===== src/rtl/mc_control_fsm.sv =====
//------------------------------------------------------------------------------
// Module      : mc_control_fsm
// Description : Multicycle MIPS control unit with memory-ready wait and abort.
//               Optional illegal-opcode trap enabled by MC_ILLEGAL_TRAP_EN.
// Revision    : 1.0 - initial release
//------------------------------------------------------------------------------
`default_nettype none

module mc_control_fsm #(
  parameter int WAIT_MAX = 15,
  parameter int WCNT_W   = 4
) (
  input  logic       clk,
  input  logic       rst,
  input  logic [5:0] op,
  input  logic       mem_ready,
  output logic       pcwrite,
  output logic       branch,
  output logic       iord,
  output logic       memen,
  output logic       memwrite,
  output logic       irwrite,
  output logic       regdst,
  output logic       memtoreg,
  output logic       regwrite,
  output logic       alusrca,
  output logic [1:0] alusrcb,
  output logic [1:0] pcsrc,
  output logic [1:0] aluop,
  output logic       mem_timeout,
  output logic       illegal_op,
  output logic [3:0] state
);

  typedef enum logic [3:0] {
    S_FETCH  = 4'd0,
    S_DECODE = 4'd1,
    S_MEMADR = 4'd2,
    S_MEMRD  = 4'd3,
    S_MEMWB  = 4'd4,
    S_MEMWR  = 4'd5,
    S_EXEC   = 4'd6,
    S_ALUWB  = 4'd7,
    S_BRANCH = 4'd8,
    S_ADDIEX = 4'd9,
    S_ADDIWB = 4'd10,
    S_JUMP   = 4'd11
`ifdef MC_ILLEGAL_TRAP_EN
    , S_TRAP = 4'd12
`endif
  } state_t;

  localparam logic [5:0] c_OP_RTYPE = 6'b000000;
  localparam logic [5:0] c_OP_LW    = 6'b100011;
  localparam logic [5:0] c_OP_SW    = 6'b101011;
  localparam logic [5:0] c_OP_BEQ   = 6'b000100;
  localparam logic [5:0] c_OP_ADDI  = 6'b001000;
  localparam logic [5:0] c_OP_J     = 6'b000010;

  localparam logic [WCNT_W-1:0] c_WAIT_MAX = WCNT_W'(WAIT_MAX);
  localparam logic [WCNT_W-1:0] c_WCNT_ONE = {{(WCNT_W-1){1'b0}}, 1'b1};

  state_t            r_state;
  state_t            w_next;
  logic [WCNT_W-1:0] r_wcnt;
  logic              w_waiting;
  logic              w_timeout;

  logic w_pcwrite, w_irwrite, w_regwrite, w_memwrite;

  assign w_waiting = ((r_state == S_FETCH) || (r_state == S_MEMRD) || (r_state == S_MEMWR))
                     && !mem_ready;
  assign w_timeout = (WAIT_MAX != 0) && w_waiting && (r_wcnt == c_WAIT_MAX);

  always_ff @(posedge clk or posedge rst) begin
    if (rst) begin
      r_state <= S_FETCH;
    end else begin
      r_state <= w_next;
    end
  end

  // A timeout re-enters FETCH from FETCH, so it must clear the counter explicitly.
  always_ff @(posedge clk or posedge rst) begin
    if (rst) begin
      r_wcnt <= '0;
    end else if ((w_next != r_state) || w_timeout) begin
      r_wcnt <= '0;
    end else if (w_waiting) begin
      r_wcnt <= r_wcnt + c_WCNT_ONE;
    end
  end

  always_comb begin
    w_next     = r_state;
    w_pcwrite  = 1'b0;
    branch     = 1'b0;
    iord       = 1'b0;
    memen      = 1'b0;
    w_memwrite = 1'b0;
    w_irwrite  = 1'b0;
    regdst     = 1'b0;
    memtoreg   = 1'b0;
    w_regwrite = 1'b0;
    alusrca    = 1'b0;
    alusrcb    = 2'b00;
    pcsrc      = 2'b00;
    aluop      = 2'b00;
    case (r_state)
      S_FETCH: begin
        memen   = 1'b1;
        alusrcb = 2'b01;
        if (mem_ready) begin
          w_irwrite = 1'b1;
          w_pcwrite = 1'b1;
          w_next    = S_DECODE;
        end else if (w_timeout) begin
          memen  = 1'b0;
          w_next = S_FETCH;
        end
      end
      S_DECODE: begin
        alusrcb = 2'b11;
        case (op)
          c_OP_RTYPE:       w_next = S_EXEC;
          c_OP_LW, c_OP_SW: w_next = S_MEMADR;
          c_OP_BEQ:         w_next = S_BRANCH;
          c_OP_ADDI:        w_next = S_ADDIEX;
          c_OP_J:           w_next = S_JUMP;
`ifdef MC_ILLEGAL_TRAP_EN
          default:          w_next = S_TRAP;
`else
          default:          w_next = S_FETCH;
`endif
        endcase
      end
      S_MEMADR: begin
        alusrca = 1'b1;
        alusrcb = 2'b10;
        w_next  = (op == c_OP_LW) ? S_MEMRD : S_MEMWR;
      end
      S_MEMRD: begin
        memen = 1'b1;
        iord  = 1'b1;
        if (mem_ready) begin
          w_next = S_MEMWB;
        end else if (w_timeout) begin
          memen  = 1'b0;
          w_next = S_FETCH;
        end
      end
      S_MEMWB: begin
        w_regwrite = 1'b1;
        memtoreg   = 1'b1;
        w_next     = S_FETCH;
      end
      S_MEMWR: begin
        memen      = 1'b1;
        iord       = 1'b1;
        w_memwrite = 1'b1;
        if (mem_ready) begin
          w_next = S_FETCH;
        end else if (w_timeout) begin
          memen      = 1'b0;
          w_memwrite = 1'b0;
          w_next     = S_FETCH;
        end
      end
      S_EXEC: begin
        alusrca = 1'b1;
        aluop   = 2'b10;
        w_next  = S_ALUWB;
      end
      S_ALUWB: begin
        w_regwrite = 1'b1;
        regdst     = 1'b1;
        w_next     = S_FETCH;
      end
      S_BRANCH: begin
        alusrca = 1'b1;
        aluop   = 2'b01;
        pcsrc   = 2'b01;
        branch  = 1'b1;
        w_next  = S_FETCH;
      end
      S_ADDIEX: begin
        alusrca = 1'b1;
        alusrcb = 2'b10;
        w_next  = S_ADDIWB;
      end
      S_ADDIWB: begin
        w_regwrite = 1'b1;
        w_next     = S_FETCH;
      end
      S_JUMP: begin
        pcsrc     = 2'b10;
        w_pcwrite = 1'b1;
        w_next    = S_FETCH;
      end
`ifdef MC_ILLEGAL_TRAP_EN
      S_TRAP: begin
        w_next = S_TRAP;
      end
`endif
      default: begin
        w_next = S_FETCH;
      end
    endcase
  end

  // Reset overrides the decoded enables so no write escapes while rst is high.
  assign pcwrite     = w_pcwrite  & ~rst;
  assign irwrite     = w_irwrite  & ~rst;
  assign regwrite    = w_regwrite & ~rst;
  assign memwrite    = w_memwrite & ~rst;
  assign mem_timeout = w_timeout  & ~rst;
  assign state       = r_state;

`ifdef MC_ILLEGAL_TRAP_EN
  logic r_illegal;

  always_ff @(posedge clk or posedge rst) begin
    if (rst) begin
      r_illegal <= 1'b0;
    end else if (r_state == S_TRAP) begin
      r_illegal <= 1'b1;
    end
  end

  assign illegal_op = r_illegal | (r_state == S_TRAP);
`else
  assign illegal_op = 1'b0;
`endif

endmodule

`default_nettype wire


===== config.mk =====
export PLATFORM = sky130hd
export DESIGN_NAME = mc_control_fsm
export DESIGN_NICKNAME = d
export VERILOG_FILES = /design/src/rtl/mc_control_fsm.sv
export SDC_FILE = /design/constraint.sdc
export NUM_CORES = 1
export LEC_CHECK = 0
export CAP_MARGIN = 10
export CORE_UTILIZATION = 41
export DETAILED_ROUTE_END_ITERATION = 16
export PLACE_DENSITY = 0.85
export SLEW_MARGIN = 20
export SYNTH_ARGS = -nofsm -noshare
export SYNTH_HDL_FRONTEND = slang
export SYNTH_SLANG_ARGS = --single-unit

===== constraint.sdc =====
create_clock -name clk -period 2.06 [get_ports clk]
set_clock_uncertainty 0.15 [all_clocks]
set_input_delay 0.309 -clock clk [delete_from_list [all_inputs] [get_ports clk]]
set_output_delay 0.309 -clock clk [all_outputs]
set_load 0.05 [all_outputs]

==> impl_results.md <==
- Post-layout util: 91.6%
- Clock power share: 8.0%
- Cell Area, Synth: 719 sq um
- CP Launch Type: register
- Post-layout total power: 1660 uW
- Ports placed on the boundary: 31
- Max H-tree Level: 1
- Clock root buffer: sky130_fd_sc_hd__clkbuf_4
- Maximum vdd ir drop: 1.07 mV
- Remaining number of nets flagged by the antenna check after routing: 0
- Std-Cell Core Area: 1580 sq um
- Share of the yosys chip area belonging to registers: 27.8%
- Biggest cell delay along the critical path: 0.48 ns
- Leading cell type in the layout, fill and taps excluded: sky130_fd_sc_hd__buf_4
- Highest-count cells in the layout ignoring fill and taps: sky130_fd_sc_hd__buf_4, sky130_fd_sc_hd__buf_12, sky130_fd_sc_hd__clkdlybuf4s50_1, sky130_fd_sc_hd__nor2_1
- Critical path required time: 1.60 ns
- Category of cells accounting for the largest share of critical-path delay: flip-flops
- Area growth, synth to finish: 101%
- Post-Synthesis Cells: 86
- Count of TritonRoute iterations in the first routing pass: 13
- Combinational cell fraction of total power: 76.1%
- Number of CTS-inserted buffers: 3
- Fraction of power consumed by sequential logic: 15.9%
- Worst Path Buf+Inv: 2
- Starting DRC count in detailed routing: 42
- Clock insertion delay at the later pin of the skew report: 0.26 ns
- Final instance area: 1440 sq um
- Post-place instance area: 1320 sq um
- WS Path Type: reg -> out
- Outcome: finished, violations left
- CTS tree: done
- Number of nets at the end of the flow: 138
- Min Clock Period, post-route: 2.15 ns
- Largest net degree at the start of global routing: 11
- Library cell contributing the largest single delay on the critical path: sky130_fd_sc_hd__dfrtp_2
- Diodes inserted: 0
- Highest net fanout along the worst path: 7
- TritonCTS Sinks: 8
- Number of global-route vias before repair: 947
- Final period util: 104%
- Routed via count: 906
- Total of warnings raised by yosys: 0
- Max frequency: 466 MHz
- Critical path, cell by cell: buf_4 -> nand2b_4 -> mux2i_2 -> a21oi_2 -> nor2_4 -> buf_12
- Number of setup violations in the final report: 7
- Arrival time reported for the critical path endpoint: 1.69 ns
- Number of distinct library cells after synthesis: 41
- Leakage component of the power: 0.000597 uW
- Die footprint: 1930 sq um
- Wire length per cell after detailed routing: 21.7 um
- Sort of element at the end of the critical path: primary output
- Worst Slack Setup Final: -0.0871 ns
- Initial core utilization: 45.6%
- Slew at the pin closest to its max-slew limit: 0.546 ns
- Final Wtd Congestion: 0.782
- Global-route usage over all layers: 33.1%
- Port Buf Inserts: 29
- Buffer depth of the longest clock path: 2
- Number of synthesized register bits: 8
- Violated checks: DRC, setup timing
- Clock-pin slew of the registers on the worst-case setup and hold paths: 0.06 ns
- Initial antenna violation count: 0
- Die H: 43.9 um
- Max Cap Viol: 0
- Die extent in x: 43.9 um
- Power density of the placed cells: 1150 nW/um^2
- Detailed-route DRC error count: 3
- Max-slew headroom: 63.3%
- Internal power component: 822 uW
- Global-route wire length before repair: 4.58 mm
- Row count: 14
- Via density per instance: 6.34
- Synth Net Count: 96
- Smallest hold slack: 0.169 ns
- Placed wire-length estimate after detailed placement: 1.84 mm
- Number of hold buffers added after CTS: 0
- Final-report max-slew violation count: 0
- Proportion of layout cells with a drive suffix above 1: 54.3%
- Post-Syn Area per Cell: 8.37 sq um
- Residual overflow from global routing: 0
- Class of the tightest hold or removal check: in -> async
- Switching pwr: 841 uW
- DRT Wirelength: 3.11 mm
- Switching Share: 50.6%
- Unrepaired setup endpoints after global routing: true
- Final count of hold timing violations: 0
per-stage QoR:
stage / std cells / setup slack [ns] / TNS (ns)
2_1_floorplan: 86 / -0.223 / -0.595
3_3_place_gp: 133 / -0.0466 / -0.0466
3_5_place_dp: 133 / -0.0994 / -0.104
4_1_cts: 142 / -0.0784 / -0.264
5_1_grt: 143 / -0.143 / -0.646
6_report: 143 / -0.0871 / -0.356
Yosys cell counts (all sizes together):
cell type,instances,area [sq um]
a211o,1,8.76
a211oi,1,7.51
a21o,1,7.51
a21oi,4,23.8
a2bb2oi,1,8.76
a31oi,1,6.26
and2,3,18.8
and3b,1,8.76
buf,6,40.0
conb,1,3.75
dfrtp,8,200
ha,1,12.5
inv,3,11.3
mux2i,1,10.0
nand2,2,7.51
nand2b,5,33.8
nand3,3,15.0
nor2,9,41.3
nor2b,1,6.26
nor3,7,35.0
nor3b,1,7.51
nor4,4,25.0
nor4b,1,23.8
o21a,2,15.0
o21ai,3,15.0
o21ba,1,10.0
o2bb2ai,1,8.76
o32a,1,10.0
o41ai,1,8.76
or2,2,12.5
or3,2,12.5
or4,1,11.3
xnor2,4,35.0
xor2,2,17.5
cell type report:
cell class | count | area [sq um]
clock buffer | 4 | 26.3
tap | 16 | 20.0
timing repair buffer | 43 | 558
sequential | 8 | 205
inverter | 3 | 11.3
fill | 60 | 133
multi-input combinational | 69 | 623
kinds of logic after synthesis:
logic type / count (synthesis) / synth area share, %
XOR/XNOR: 6 / 7.30
multiplexers: 1 / 1.39
AO/OA/AOI/OAI: 18 / 18.1
other: 1 / 0.521
AND/OR/NAND/NOR: 42 / 36.0
buffers and inverters: 9 / 7.13
flip-flops: 8 / 27.8
adder cells (fa/ha/maj): 1 / 1.74
worst paths after layout:
check,depth (start not counted),slack [ns],start,to
setup / recovery,6,-0.09,state[2]$_DFF_PP0_,regwrite
hold / removal,4,0.17,rst,state[2]$_DFF_PP0_
setup reg to reg,5,0.14,state[1]$_DFF_PP0_,state[2]$_DFF_PP0_
hold reg to reg,2,0.43,r_wcnt[0]$_DFFE_PP0P_,r_wcnt[0]$_DFFE_PP0P_
max in group asynchronous,4,1.44,rst,state[1]$_DFF_PP0_
min in group clk,2,0.43,r_wcnt[0]$_DFFE_PP0P_,r_wcnt[0]$_DFFE_PP0P_
flip-flops by register name, summed over array words and instances, names as in the netlist:
| signal | flops |
|---|---|
| r_wcnt | 4 |
| state | 4 |
timing repair:
| item | in CTS | in global routing |
|---|---|---|
| pin swaps | 10 | 4 |
| cloned | 0 | 0 |
| resized for setup | 9 | 3 |
| endpoints found under the setup margin | 7 | 9 |
| buffers inserted | 5 | 1 |
power groups by stage:
stage          clock network (uW)  logic, uW  registers (uW)
2_1_floorplan                   0        639             299
3_3_place_gp                    0       1070             255
3_5_place_dp                    0       1100             261
4_1_cts                       138       1210             260
5_1_grt                       139       1310             268
6_report                      133       1260             265
layer usage:
metal | vias to the layer above | global-route usage (%) | wire length (um)
li1 | 391 | - | -
met2 | 66 | 63.9 | 1640
met5 | - | 0 | 0
met3 | 7 | 1.25 | 298
met1 | 442 | 35.4 | 1100
met4 | 0 | 18.8 | 69
worst reg2reg max path: stages (launching register included):
cell,delay [ns]
sky130_fd_sc_hd__dfrtp_2,0.45
sky130_fd_sc_hd__buf_4,0.21
sky130_fd_sc_hd__nand2b_2,0.24
sky130_fd_sc_hd__nor2_1,0.30
sky130_fd_sc_hd__nand2_1,0.11
sky130_fd_sc_hd__o41ai_1,0.34
(Power assumes the default switching activity.)
